`config.mk`:
```
export PLATFORM = sky130hd
export DESIGN_NAME = microwave_ctrl
export DESIGN_NICKNAME = d
export VERILOG_FILES = /design/src/rtl/microwave_pkg.sv /design/src/rtl/edge_detect.sv /design/src/rtl/microwave_ctrl.sv
export SDC_FILE = /design/constraint.sdc
export NUM_CORES = 1
export LEC_CHECK = 0
export ABC_AREA = 1
export ABC_CLOCK_PERIOD_IN_PS = 4100
export CORE_MARGIN = 5
export CORE_UTILIZATION = 45
export DETAILED_ROUTE_END_ITERATION = 12
export HOLD_SLACK_MARGIN = 0.03
export PLACE_DENSITY = 0.74
export SLEW_MARGIN = 20
export SYNTH_ARGS = -nofsm -noshare
export SYNTH_HDL_FRONTEND = slang
export SYNTH_HIERARCHICAL = 1
export SYNTH_SLANG_ARGS = --single-unit
```
`constraint.sdc`:
```
create_clock -name clk -period 4.1 [get_ports clk]
set_input_delay 1.23 -clock clk [delete_from_list [all_inputs] [get_ports clk]]
set_output_delay 1.23 -clock clk [all_outputs]
set_load 0.01 [all_outputs]
```
`src/rtl/microwave_pkg.sv`:
```
// rtl/microwave_pkg.sv - shared state encoding and digit constants for the oven controller
package microwave_pkg;

  typedef enum logic [2:0] {
    IDLE  = 3'd0,
    SET   = 3'd1,
    COOK  = 3'd2,
    PAUSE = 3'd3,
    DONE  = 3'd4
  } state_t;

  localparam int DIGIT_W     = 4;
  localparam int MAX_DECIMAL = 9;

endpackage

```
`src/rtl/edge_detect.sv`:
```
// rtl/edge_detect.sv - 1-bit rising-edge detector against a registered history bit
module edge_detect (
  input  logic clk,
  input  logic clrn,
  input  logic i_sig,
  output logic o_rise
);

  logic r_hist;

  always_ff @(posedge clk or negedge clrn) begin
    if (!clrn) r_hist <= 1'b0;
    else       r_hist <= i_sig;
  end

  assign o_rise = i_sig & ~r_hist;

endmodule

```
`src/rtl/microwave_ctrl.sv`:
```
// rtl/microwave_ctrl.sv - oven sequencing FSM driving the countdown timer, magnetron and beeper
module microwave_ctrl
  import microwave_pkg::*;
#(
  parameter int MAX_DIGITS  = 3,
  parameter int BEEP_CYCLES = 4
) (
  input  logic               clk,
  input  logic               clrn,
  input  logic               key_valid,
  input  logic [DIGIT_W-1:0] key_digit,
  input  logic               start,
  input  logic               stop,
  input  logic               clear,
  input  logic               door_closed,
  input  logic               timer_zero,
  output logic               timer_clrn,
  output logic               timer_loadn,
  output logic [DIGIT_W-1:0] timer_data,
  output logic               timer_en,
  output logic               mag_on,
  output logic               beep,
  output logic [2:0]         state_o
);

  localparam int CNT_W = $clog2(MAX_DIGITS + 1);

  logic w_key_ev, w_start_ev, w_stop_ev, w_clear_ev, w_digit_ok;
  state_t r_state, w_state_nxt;
  logic [CNT_W-1:0] r_digit_count, w_count_nxt;
  logic [7:0] r_beep_cnt, w_beep_cnt_nxt;
  logic r_timer_clrn, r_timer_loadn, r_timer_en, r_mag_on, r_beep;
  logic w_clrn_nxt, w_loadn_nxt;
  logic [DIGIT_W-1:0] r_timer_data, w_data_nxt;

  edge_detect u_ed_key   (.clk(clk), .clrn(clrn), .i_sig(key_valid), .o_rise(w_key_ev));
  edge_detect u_ed_start (.clk(clk), .clrn(clrn), .i_sig(start),     .o_rise(w_start_ev));
  edge_detect u_ed_stop  (.clk(clk), .clrn(clrn), .i_sig(stop),      .o_rise(w_stop_ev));
  edge_detect u_ed_clear (.clk(clk), .clrn(clrn), .i_sig(clear),     .o_rise(w_clear_ev));

  assign w_digit_ok = w_key_ev && (key_digit <= DIGIT_W'(MAX_DECIMAL)) &&
                      (r_digit_count < CNT_W'(MAX_DIGITS)) &&
                      (r_state == IDLE || r_state == SET);

  always_comb begin
    w_state_nxt    = r_state;
    w_count_nxt    = r_digit_count;
    w_beep_cnt_nxt = r_beep_cnt;
    w_clrn_nxt     = 1'b1;
    w_loadn_nxt    = 1'b1;
    w_data_nxt     = r_timer_data;
    // Clear outranks every other event; a clear with nothing entered is a no-op.
    if (w_clear_ev && !(r_state == IDLE && r_digit_count == '0)) begin
      w_state_nxt    = IDLE;
      w_count_nxt    = '0;
      w_beep_cnt_nxt = '0;
      w_clrn_nxt     = 1'b0;
    end else begin
      case (r_state)
        IDLE:  if (w_digit_ok) w_state_nxt = SET;
        SET:   if (w_start_ev && door_closed && !timer_zero) w_state_nxt = COOK;
        COOK: begin
          if (!door_closed || w_stop_ev) begin
            w_state_nxt = PAUSE;
          end else if (timer_zero) begin
            w_state_nxt    = DONE;
            w_beep_cnt_nxt = 8'(BEEP_CYCLES - 1);
          end
        end
        PAUSE: if (w_start_ev && door_closed) w_state_nxt = COOK;
        DONE: begin
          if (r_beep_cnt == '0) begin
            w_state_nxt = IDLE;
            w_count_nxt = '0;
          end else begin
            w_beep_cnt_nxt = r_beep_cnt - 8'd1;
          end
        end
        default: w_state_nxt = IDLE;
      endcase
      // A start that actually launches the cook takes precedence over a same-cycle digit.
      if (w_digit_ok && w_state_nxt != COOK) begin
        w_loadn_nxt = 1'b0;
        w_data_nxt  = key_digit;
        w_count_nxt = r_digit_count + CNT_W'(1);
      end
    end
  end

  always_ff @(posedge clk or negedge clrn) begin
    if (!clrn) begin
      r_state       <= IDLE;
      r_digit_count <= '0;
      r_beep_cnt    <= '0;
      r_timer_clrn  <= 1'b0;
      r_timer_loadn <= 1'b1;
      r_timer_data  <= '0;
      r_timer_en    <= 1'b0;
      r_mag_on      <= 1'b0;
      r_beep        <= 1'b0;
    end else begin
      r_state       <= w_state_nxt;
      r_digit_count <= w_count_nxt;
      r_beep_cnt    <= w_beep_cnt_nxt;
      r_timer_clrn  <= w_clrn_nxt;
      r_timer_loadn <= w_loadn_nxt;
      r_timer_data  <= w_data_nxt;
      r_timer_en    <= (w_state_nxt == COOK);
      r_mag_on      <= (w_state_nxt == COOK);
      r_beep        <= (w_state_nxt == DONE);
    end
  end

  assign timer_clrn  = r_timer_clrn;
  assign timer_loadn = r_timer_loadn;
  assign timer_data  = r_timer_data;
  assign timer_en    = r_timer_en;
  assign mag_on      = r_mag_on;
  assign beep        = r_beep;
  assign state_o     = r_state;

endmodule
```
## Word-level counts from Yosys, hierarchy flattened

Index checks and enable logic that the tools add are counted.

- Add/sub/neg operators: 2
- Reductions and logical operators: 22
- Muxes and demuxes: 21
- Bitwise operators: 9
- $lt $le $gt $ge: 2
- Equal/unequal tests: 10

Operators by type and width:

| kind | number |
|---|---|
| 8-bit two-way mux | 4 |
| 3-bit two-way mux | 8 |
| 8-bit one-hot mux with 2 select lines | 1 |
| 3-bit one-hot mux with 5 select lines | 1 |
| 3-bit by 2-bit == test with 1-bit output, second input constant | 3 |
| 3-bit != test, second input constant | 3 |
| 3-bit nonzero test | 3 |
| 1-bit logical AND | 8 |
| 8-bit zero test | 1 |
| 2-bit two-way mux | 4 |
| 8-bit by 1-bit subtractor with 8-bit output, second input constant | 1 |
| 3-bit == test, second input constant | 2 |
| 1-bit inverter | 5 |
| 1-bit bitwise AND | 4 |
| 4-bit less-or-equal comparator, second input constant | 1 |
| 2-bit AND reduction | 2 |
| 4-bit AND reduction | 1 |
| 3-bit by 1-bit == test with 1-bit output, second input constant | 1 |
| 1-bit zero test | 3 |
| 3-bit zero test | 1 |
| 1-bit two-way mux | 3 |
| 3-bit by 2-bit != test with 1-bit output, second input constant | 1 |
| 2-bit by 1-bit adder with 2-bit output, second input constant | 1 |
| 2-bit zero test | 1 |
| other kinds (2) | 3 |

- Bits in registers: 25
- Input port bits: 12
- Output and inout port bits: 12
- Word-level logic and storage cells: 78

## Depth between registers and ports, before layout

Gate-level depths: netlist of the first run.

- Depth after elaboration: 12
- Gate-level depth with buffers: 11
- Gate-level depth less buffers: 11

## Modules after synthesis

Netlist of the first run, hierarchy kept.

By module, submodules not included:

| module | times used | area an instance (µm²) | sequential area each (µm²) | cells an instance |
|---|---|---|---|---|
| microwave_ctrl | 1 | 1227.4 | 526.8 | 143 |
| edge_detect | 4 | 35.0 | 25.0 | 3 |

## Worst setup path after synthesis of the first run

No wires, ideal clock.

- Path kind: input to register
- Start: input port stop
- End: register r_digit_count[0]
- Buffers on the path: 0
- Cell stages on the path: 10
- Setup slack: 1.947 ns
- Arrival: 2.035 ns
- Setup time: 0.117 ns
- Required time: 3.983 ns
- Path through: inv_1 -> nor2_2 -> inv_1 -> nand3_1 -> nand2_1 -> nand3_1 -> nand3_4 -> nand2_1 -> nand3_1 -> nand2_1

- Cells in the longest elaborated chain, start to end: 9
- Elaborated cells on any way between the ends: 12
- Those cells by class: eq/ne (1); mux (5); bitwise (1); reduce/logical (5)

Ends and longest elaborated chain:

| what | line | text |
|---|---|---|
| start, declared | microwave_ctrl.sv:13 | `input logic stop,` |
| 1-bit bitwise AND * | edge_detect.sv:16 | `assign o_rise = i_sig & ~r_hist;` |
| named net w_stop_ev | microwave_ctrl.sv:28 | `logic w_key_ev, w_start_ev, w_stop_ev, w_clear_ev, w_digit_ok;` |
| 1-bit logical OR * | microwave_ctrl.sv:63 | `if (!door_closed \|\| w_stop_ev) begin` |
| 3-bit two-way mux * | microwave_ctrl.sv:63 |  |
| 3-bit one-hot mux with 5 select lines * | microwave_ctrl.sv:59 | `case (r_state)` |
| 3-bit two-way mux * | microwave_ctrl.sv:53 | `if (w_clear_ev && !(r_state == IDLE && r_digit_count == '0)) begin` |
| 3-bit by 2-bit != test with 1-bit output * | microwave_ctrl.sv:82 | `if (w_digit_ok && w_state_nxt != COOK) begin` |
| 1-bit logical AND * | microwave_ctrl.sv:82 |  |
| 3-bit nonzero test (no line) or 2-bit two-way mux (tied branches) | n/a |  |
| 2-bit AND reduction (no line) or 2-bit two-way mux (tied branches) | n/a |  |
| end signal, assigned | microwave_ctrl.sv:103 | `r_digit_count <= w_count_nxt;` |
| end, declared | microwave_ctrl.sv:30 | `logic [CNT_W-1:0] r_digit_count, w_count_nxt;` |

Mark *: on every way through the listed nets, which the timed path passes. The rest lies on a longest branch. The select of a mux whose other input is x is not followed.
A chain may end at the register's enable or synchronous reset.

## Final worst setup path of the first run

- Start: register r_state[0], in the netlist state_o[0]
- End: output port state_o[0]

RTL lines:

| what | line | text |
|---|---|---|
| start, declared | microwave_ctrl.sv:29 | `state_t r_state, w_state_nxt;` |
| start signal, assigned | microwave_ctrl.sv:102 | `r_state <= w_state_nxt;` |
| end, declared | microwave_ctrl.sv:23 | `output logic [2:0] state_o` |

No word-level cell between the ends.

==> impl_results.md, run 1 <==
* Fin area at around 0.0017 mm²
* Outcome: finished clean
* Clk Latency, worst-skew pair at about 0.32 ns
* CP peak stage delay at approximately 0.6 ns
* FFs w/ async S/R, synth at 100%
* Setup bufs post-CTS at 0
* # resized after CTS at 0
* Row Count at 20
* Mapped Area at between 0.001 and 0.0015 mm²
* Inst Count DP at between 200 and 250
* # diodes at 0
* Hold-fix buffers, CTS at 0
* DR pass1 iterations at 4
* Synth area leader: dfrtp_1
* Ys Warns at 6
* Final hold slack at approximately 0.50 ns
* Starting DRT DRC Count at 49
* Synth Flop Type: dfrtp_1
* Register area share after synthesis at between 40% and 50%
* Worst VDD drop at 0.000260 V
* Initial antenna violation count at 0
* H-tree levels at 1
* Fill cells at around 270
* Die Wd at about 65 µm
* Top cells by area, synth: dfrtp_1, nand2_1, nand3_1
* DP Wirelength at between 2 and 2.5 mm
* Clk slew on worst S/H paths at between 0.1 and 0.15 ns
* Slew headroom at between 60 and 70%
* TritonCTS Buffers at 3
* Layout cell share with drive strength beyond 1 at 18.2%
* Net Count, Synth at 170
* Final ANT Viol Nets at 0
* Crit path max fanout at 8
* Fin nets at approximately 200
* CTS Buffer Depth at 2
* GPL Wtd Cong at 0.883
* Top delay family on crit path: buffers and inverters
* Worst hold path type: reg -> reg
* Synth Area per Inst at 8.82 µm²
* CP endpoint kind: primary output
* Vias/cell at about 5.1
* Avg WL per Cell at 12.7 µm
* First-pass GRT wire length at between 4 and 5 mm
* Seq cells post-synth at 25
* WL final at about 2.7 mm
* Final period utilization at between 60 and 70%
* I/O pin count at 24
* Core area at 0.00298 mm²
* Design Power at 0.848 mW
* Startpoint Class: flip-flop
* Final Hold Fails at 0
* GRT Total Usage at between 10 and 15%
* RSZ-0062 raised after global routing: false
* Layout Cells excl Fill at between 200 and 250
* Pin slew with the least headroom to its limit at ~0.56 ns
* Most frequent cells after synthesis: nand2_1, dfrtp_1, nor2_1
* Sink Count at 25
* P per Cell Area at approximately 510 mW/mm²
* Initial Utilization at 45.9%
* Gr ovfl total at 0
* Lkg Pwr at slightly above 0.8 nW
* Max Slew Vio Count at 0
* Clock root buffer: clkbuf_4
* Setup Viol. Count Final at 0
* Max cap viols at 0
* DP Area at roughly 0.0016 mm²
* Synth top area share at 43.9%
* IO Port Bufs at 23
* Vias in the first global route at ~1.1k
* Die Y at ~65 µm
* Max Fclk at about 370 MHz
* Cell variety after synth at 25
* Setup TNS at 0 ns
* Residual DRC count at 0
* CP required at 2.87 ns
* Critical path buffers and inverters at 1
* Largest net degree at the start of global routing at 26
* Vias at 1,091
* Area Overhead vs Synth at 21.0%
* CP Cell Sequence: clkdlybuf4s50_1
* Most frequent cell after synthesis: nand2_1
* EDFF count, synth at 0
* Minimum clock period at roughly 2.7 ns
* Critical Path AT at around 1.4 ns
* Syn Inst Count at between 150 and 200
* Die area at ~0.0042 mm²
* Slowest-stage cell, CP: clkdlybuf4s50_1
* Clk_skew at 0.00372 ns
* CTS tree: done
* Worst setup path class: reg -> out
==> through the flow <==
stage | utilization [%] | worst slack [ns]
2_1_floorplan | - | 1.95
3_3_place_gp | 54.7 | 1.38
3_5_place_dp | 54.7 | 1.30
4_1_cts | 55.6 | 1.41
5_1_grt | 55.6 | 1.35
6_report | 55.6 | 1.43
==> placed cells by master, fill, tap and decap left out, types with 2 or more instances in the layout <==
cell type        netlist  final
nor2_1                18     18
o21ai_2                5      5
nand2_1               30     30
xor2_1                 6      6
dfrtp_1               24     24
nand3_1               16     16
inv_1                 14     14
nor2_2                 7      7
nand2_2                3      3
inv_2                  4      4
a21oi_1                2      2
ha_1                   3      3
nand4_1               10     10
clkbuf_4               0      3
nand3_4                2      2
clkdlybuf4s50_1        0     23
==> flip-flops by register name (all words and copies together), names as in the netlist <==
name,flops
beep,1
mag_on,1
r_beep_cnt,8
r_digit_count,2
state_o,3
timer_clrn,1
timer_data,4
timer_loadn,1
u_ed_clear/r_hist,1
u_ed_key/r_hist,1
u_ed_start/r_hist,1
u_ed_stop/r_hist,1
==> final timing paths <==
path,start,endpoint,slack [ns],cells after the start
worst max-delay path,state_o[0],state_o[0],1.43,1
worst min register to register,timer_data[3],timer_data[3],0.50,2
worst min-delay path,timer_data[3],timer_data[3],0.50,2
worst max register to register,r_beep_cnt[0],r_beep_cnt[1],2.45,8
min in group asynchronous,clrn,u_ed_start/r_hist,1.26,2
max in group asynchronous,clrn,timer_loadn,2.55,2
==> where the power goes <==
| part | switching [mW] | total (mW) | internal [mW] |
|---|---|---|---|
| Sequential | 0.0388 | 0.338 | 0.299 |
| Combinational | 0.226 | 0.401 | 0.175 |
| Clock | 0.0729 | 0.109 | 0.0365 |
==> routing by layer <==
metal  up-vias  track usage [%]  part of all wire [%]
met5         -                0                     0
met2        21             25.9                    52
li1        553                -                     -
met3         5             4.10                   4.8
met4         0             3.37                  0.74
met1       512             17.4                    43
==> cells by family after synthesis <==
group	share of synthesized area, %
AND/OR/NAND/NOR	33.9
flip-flops	45.8
AO/OA/AOI/OAI	6.31
buffers and inverters	7.41
adder cells (fa/ha/maj)	2.75
XOR/XNOR	3.84
==> area by class of cell <==
type	count	area (µm²)	area share, %
clock buffers	3	22.5	1.36
clock inverters	1	5.00	0.302
inverters	20	82.6	4.99
multi-input cells	108	639	38.6
flip-flops and latches	25	627	37.9
well taps	33	41.3	2.49
repair buffers	24	238	14.4
Note: power is estimated with default switching activity, not from simulation.
==> inputs of run 2 (changes only) <==
- ABC_CLOCK_PERIOD_IN_PS: 4100 -> 2700
- clock period: 4.1 -> 2.7 ns (I/O delays scaled with it)
==> run 2 against run 1 <==
Non-clock buffer count stayed put. Final cell count stayed put. Clock skew is 0.0022 ns lower. Critical endpoint unchanged. Sequential cell count stayed put.
==> impl_results.md, run 2 (synthesized netlist as in run 1, its figures left out) <==
* Initial Utilization at about 46%
* Slew headroom at about 65%
* Clock root buffer: clkbuf_4
* Commonest non-fill, non-tap cell in the layout: nand2_1
* Vias/cell at approximately 5.2
* TritonCTS Buffers at 3
* CP endpoint kind: primary output
* Startpoint Class: flip-flop
* Max cap viols at 0
* I/O pin count at 24
* Lkg Pwr at ~0.82 nW
* Setup TNS at 0 ns
* Max Slew Vio Count at 0
* Avg WL per Cell at 12.4 µm
* Largest register by flop count: r_beep_cnt
* Clk_skew at between 0.0015 and 0.002 ns
* Core area at a little under 0.003 mm²
* Starting DRT DRC Count at 37
* DP Wirelength at about 2.1 mm
* Final Hold Fails at 0
* Residual DRC count at 0
* Final hold slack at between 0.4 and 0.5 ns
* Critical path buffers and inverters at 1
* Most frequent cells in the layout: nand2_1, dfrtp_1, clkdlybuf4s50_1
* Slowest-stage cell, CP: clkdlybuf4s50_1
* Top delay family on crit path: buffers and inverters
* Worst setup path class: reg -> out
* Die Y at ~65 µm
* Outcome: finished clean
* Final period utilization at between 80% and 90%
* Area Overhead vs Synth at 21.0%
* Max reg flops at 8
* Worst VDD drop at between 0.0003 and 0.0004 V
* Row Count at 20
* Minimum clock period at 2.25 ns
* CP peak stage delay at 0.60 ns
* Clk slew on worst S/H paths at around 0.13 ns
* CTS tree: done
* Critical Path AT at between 1 and 1.5 ns
* # diodes at 0
* RSZ-0062 raised after global routing: false
* Worst hold path type: reg -> reg
* Fill cells at roughly 280
* H-tree levels at 1
* Pin slew with the least headroom to its limit at 0.530 ns
* Vias at roughly 1.1k
* Setup bufs post-CTS at 0
* Largest net degree at the start of global routing at 26
* P per Cell Area at between 700 and 800 mW/mm²
* GRT Total Usage at around 14%
* Final ANT Viol Nets at 0
* Hold-fix buffers, CTS at 0
* CP Cell Sequence: clkdlybuf4s50_1
* GPL Wtd Cong at approximately 0.88
* Sink Count at 25
* Clk Latency, worst-skew pair at around 0.31 ns
* CP required at between 1.5 and 2 ns
* Die Wd at between 60 and 70 µm
* Vias in the first global route at between 1k and 1.5k
* Layout cell share with drive strength beyond 1 at 17.7%
* Crit path max fanout at 8
* Setup Viol. Count Final at 0
* Initial antenna violation count at 0
* IO Port Bufs at 23
* CTS Buffer Depth at 2
* DR pass1 iterations at 4
* WL final at around 2.6 mm
* First-pass GRT wire length at approximately 4.7 mm
* Gr ovfl total at 0
* Die area at ~0.0042 mm²
* Fin nets at around 200
* # resized after CTS at 0
* Max Fclk at 444 MHz
[run 2: cell types whose count changed in the layout (fill, tap and decap cells not counted), sizes merged]
cell and delta:
clkbuf +1, clkinv -1
[run 2: path summary, 6_finish.rpt]
path	slack, ns	cells after the start	to	startpoint
setup reg to reg	1.05	8	r_beep_cnt[2]	r_beep_cnt[0]
hold / removal	0.49	2	timer_data[3]	timer_data[3]
setup / recovery	0.45	1	state_o[0]	state_o[0]
max in group asynchronous	1.57	2	timer_loadn	clrn
hold reg to reg	0.49	2	timer_data[3]	timer_data[3]
min in group asynchronous	0.84	2	state_o[0]	clrn
[run 2: power breakdown]
group / switching [mW] / leakage, nW / internal [mW]
logic: 0.346 / 0.486 / 0.267
registers: 0.0565 / 0.322 / 0.454
clock network: 0.107 / 0.0150 / 0.0577
[run 2: per-layer routing]
metal	GRT usage [%]	up-vias	part of all wire, %
met5	0	-	0
met1	16.2	507	44
met4	4.15	0	0.45
met3	4.44	2	6.5
met2	24.1	38	49
li1	-	558	-
[run 2: layout make-up]
class,count,area [µm²],area share [%]
timing repair buffer,24,238,14.4
inverter,20,82.6,4.99
clock buffer,4,26.3,1.59
multi-input combinational,108,639,38.7
tap,33,41.3,2.50
sequential,25,627,37.9
[run 2: metrics by stage]
step | setup slack [ns] | utilization, % | cells | instance area [µm²] | total power, mW
6_report | 0.448 | 55.5 | 214 | 1650 | 1.29
5_1_grt | 0.373 | 55.5 | 214 | 1650 | 1.40
4_1_cts | 0.434 | 55.5 | 214 | 1650 | 1.31
3_5_place_dp | 0.348 | 54.7 | 210 | 1630 | 1.14
3_3_place_gp | 0.397 | 54.7 | 210 | 1630 | 1.12
2_1_floorplan | 0.967 | - | 155 | 1370 | 0.932
==> inputs of run 3 (changes only) <==
- ABC_CLOCK_PERIOD_IN_PS: 2700 -> 2140
- clock period: 2.7 -> 2.14 ns (I/O delays scaled with it)
==> run 3 against run 2 <==
Final area rose by 0.53%. Non-clock buffer count rose by 1. Power rose by 27%. Worst setup slack got worse by 0.32 ns. Critical endpoint is now timer_loadn. Largest power group unchanged.
==> impl_results.md, run 3 (synthesized netlist as in run 1, its figures left out) <==
* # diodes at 0
* Final Core Density at a little under three fifths
* Avg WL per Cell at about 13 µm
* Starting DRT DRC Count at between 40 and 50
* Critical Path AT at between 1 and 1.5 ns
* Critical hold path startpoint: timer_data[1]
* First-pass GRT wire length at roughly 4.7 mm
* Fin nets at around 200
* Die Wd at between 60 and 70 µm
* GPL Wtd Cong at approximately 0.89
* DR pass1 iterations at 4
* P per Cell Area at between 900 and 1000 mW/mm²
* Die Y at ~65 µm
* Die area at 0.00424 mm²
* Worst VDD drop at approximately 0.00052 V
* Clk slew on worst S/H paths at approximately 0.13 ns
* Setup bufs post-CTS at 0
* Layout cell share with drive strength beyond 1 at 18.7%
* RR Startpoint: r_beep_cnt[0]
* Minimum clock period at around 2 ns
* Clock root buffer: clkbuf_4
* Final ANT Viol Nets at 0
* IO Port Bufs at 23
* Vias/cell at 5.10
* Vias at 1,096
* Setup TNS at 0 ns
* Worst hold path type: reg -> reg
* WL final at between 2 and 3 mm
* CP required at ~1.5 ns
* Outcome: finished clean
* Max Slew Vio Count at 0
* Max reg flops at 8
* Design Power at roughly 1.6 mW
* TritonCTS Buffers at 3
* Final period utilization at 93.9%
* Slew headroom at 71.6%
* CP Launch Point: timer_loadn
* Slowest-stage cell, CP: dfstp_2
* Worst setup path class: reg -> out
* Initial Utilization at roughly 46%
* Layout Cells excl Fill at 215
* Critical path buffers and inverters at 1
* I/O pin count at 24
* GRT Total Usage at about 14%
* Sink Count at 25
* H-tree levels at 1
* DP Wirelength at between 2 and 2.5 mm
* Startpoint Class: flip-flop
* Largest net degree at the start of global routing at 26
* Largest register by flop count: r_beep_cnt
* Gr ovfl total at 0
* Row Count at 20
* Most frequent cells in the layout: nand2_1, dfrtp_1, clkdlybuf4s50_1
* RSZ-0062 raised after global routing: false
* Area Overhead vs Synth at 21.6%
* Lkg Pwr at 0.827 nW
* CP peak stage delay at roughly 0.54 ns
* Crit path max fanout at 1
* Clk Latency, worst-skew pair at 0.31 ns
* CP endpoint kind: primary output
* R2r setup slk at 0.45 ns
* Max Fclk at between 400 and 500 MHz
* CTS tree: done
* Initial antenna violation count at 0
* Vias in the first global route at 1,097
* Setup Viol. Count Final at 0
* Commonest non-fill, non-tap cell in the layout: nand2_1
* Max cap viols at 0
* Inst Count DP at about 210
* Fill cells at 264
* Residual DRC count at 0
* CTS Buffer Depth at 2
* Core area at about 0.003 mm²
* Final Hold Fails at 0
* Hold-fix buffers, CTS at 0
* Clk_skew at about 0.008 ns
* CP Cell Sequence: clkdlybuf4s50_1
* Top delay family on crit path: flip-flops
* Pin slew with the least headroom to its limit at roughly 0.43 ns
-- run 3: changes by cell type in the layout (fill, tap and decap cells not counted), sizes merged --
cell  change
buf       +1
-- run 3: final cells by class --
| type | instances | area (µm²) | area share (%) |
|---|---|---|---|
| Sequential cell | 25 | 628 | 37.8 |
| Clock buffer | 4 | 26.3 | 1.58 |
| Inverter | 20 | 82.6 | 4.97 |
| Tap cell | 33 | 41.3 | 2.48 |
| Timing Repair Buffer | 25 | 245 | 14.7 |
| Multi-Input combinational cell | 108 | 639 | 38.5 |
-- run 3: worst paths after layout --
path,endpoint,cells past startpoint
max,timer_loadn,1
min,timer_data[1],2
min reg2reg,timer_data[1],2
min in group asynchronous,timer_data[3],2
max in group asynchronous,timer_loadn,2
max reg2reg,r_beep_cnt[0],8
-- run 3: report_power, final --
group	internal, mW	leakage, nW	switching, mW
clock	0.0727	0.0150	0.130
combinational	0.340	0.491	0.441
sequential	0.575	0.321	0.0748
total	0.988	0.827	0.646
-- run 3: metrics by stage --
stage / hold slack (ns) / setup slack (ns) / area [µm²]
6_report: 0.485 / 0.130 / 1660
5_1_grt: 0.511 / 0.0687 / 1660
4_1_cts: 0.492 / 0.0538 / 1660
3_5_place_dp: 0.461 / -0.0201 / 1640
3_3_place_gp: 0.460 / 0.0183 / 1640
2_1_floorplan: 0.346 / 0.575 / 1370
-- run 3: routing by layer --
| metal | track usage [%] | routed length [µm] | vias to the layer above |
|---|---|---|---|
| li1 | - | - | 557 |
| met1 | 16.8 | 1200 | 511 |
| met2 | 25.4 | 1420 | 26 |
| met3 | 3.59 | 155 | 2 |
| met4 | 4.66 | 12 | 0 |
| met5 | 0 | 0 | - |
-- run 3: what timing repair did --
item	CTS	global route
gates resized for setup	0	1
endpoints found under the hold margin	0	0
setup endpoints to repair	0	1
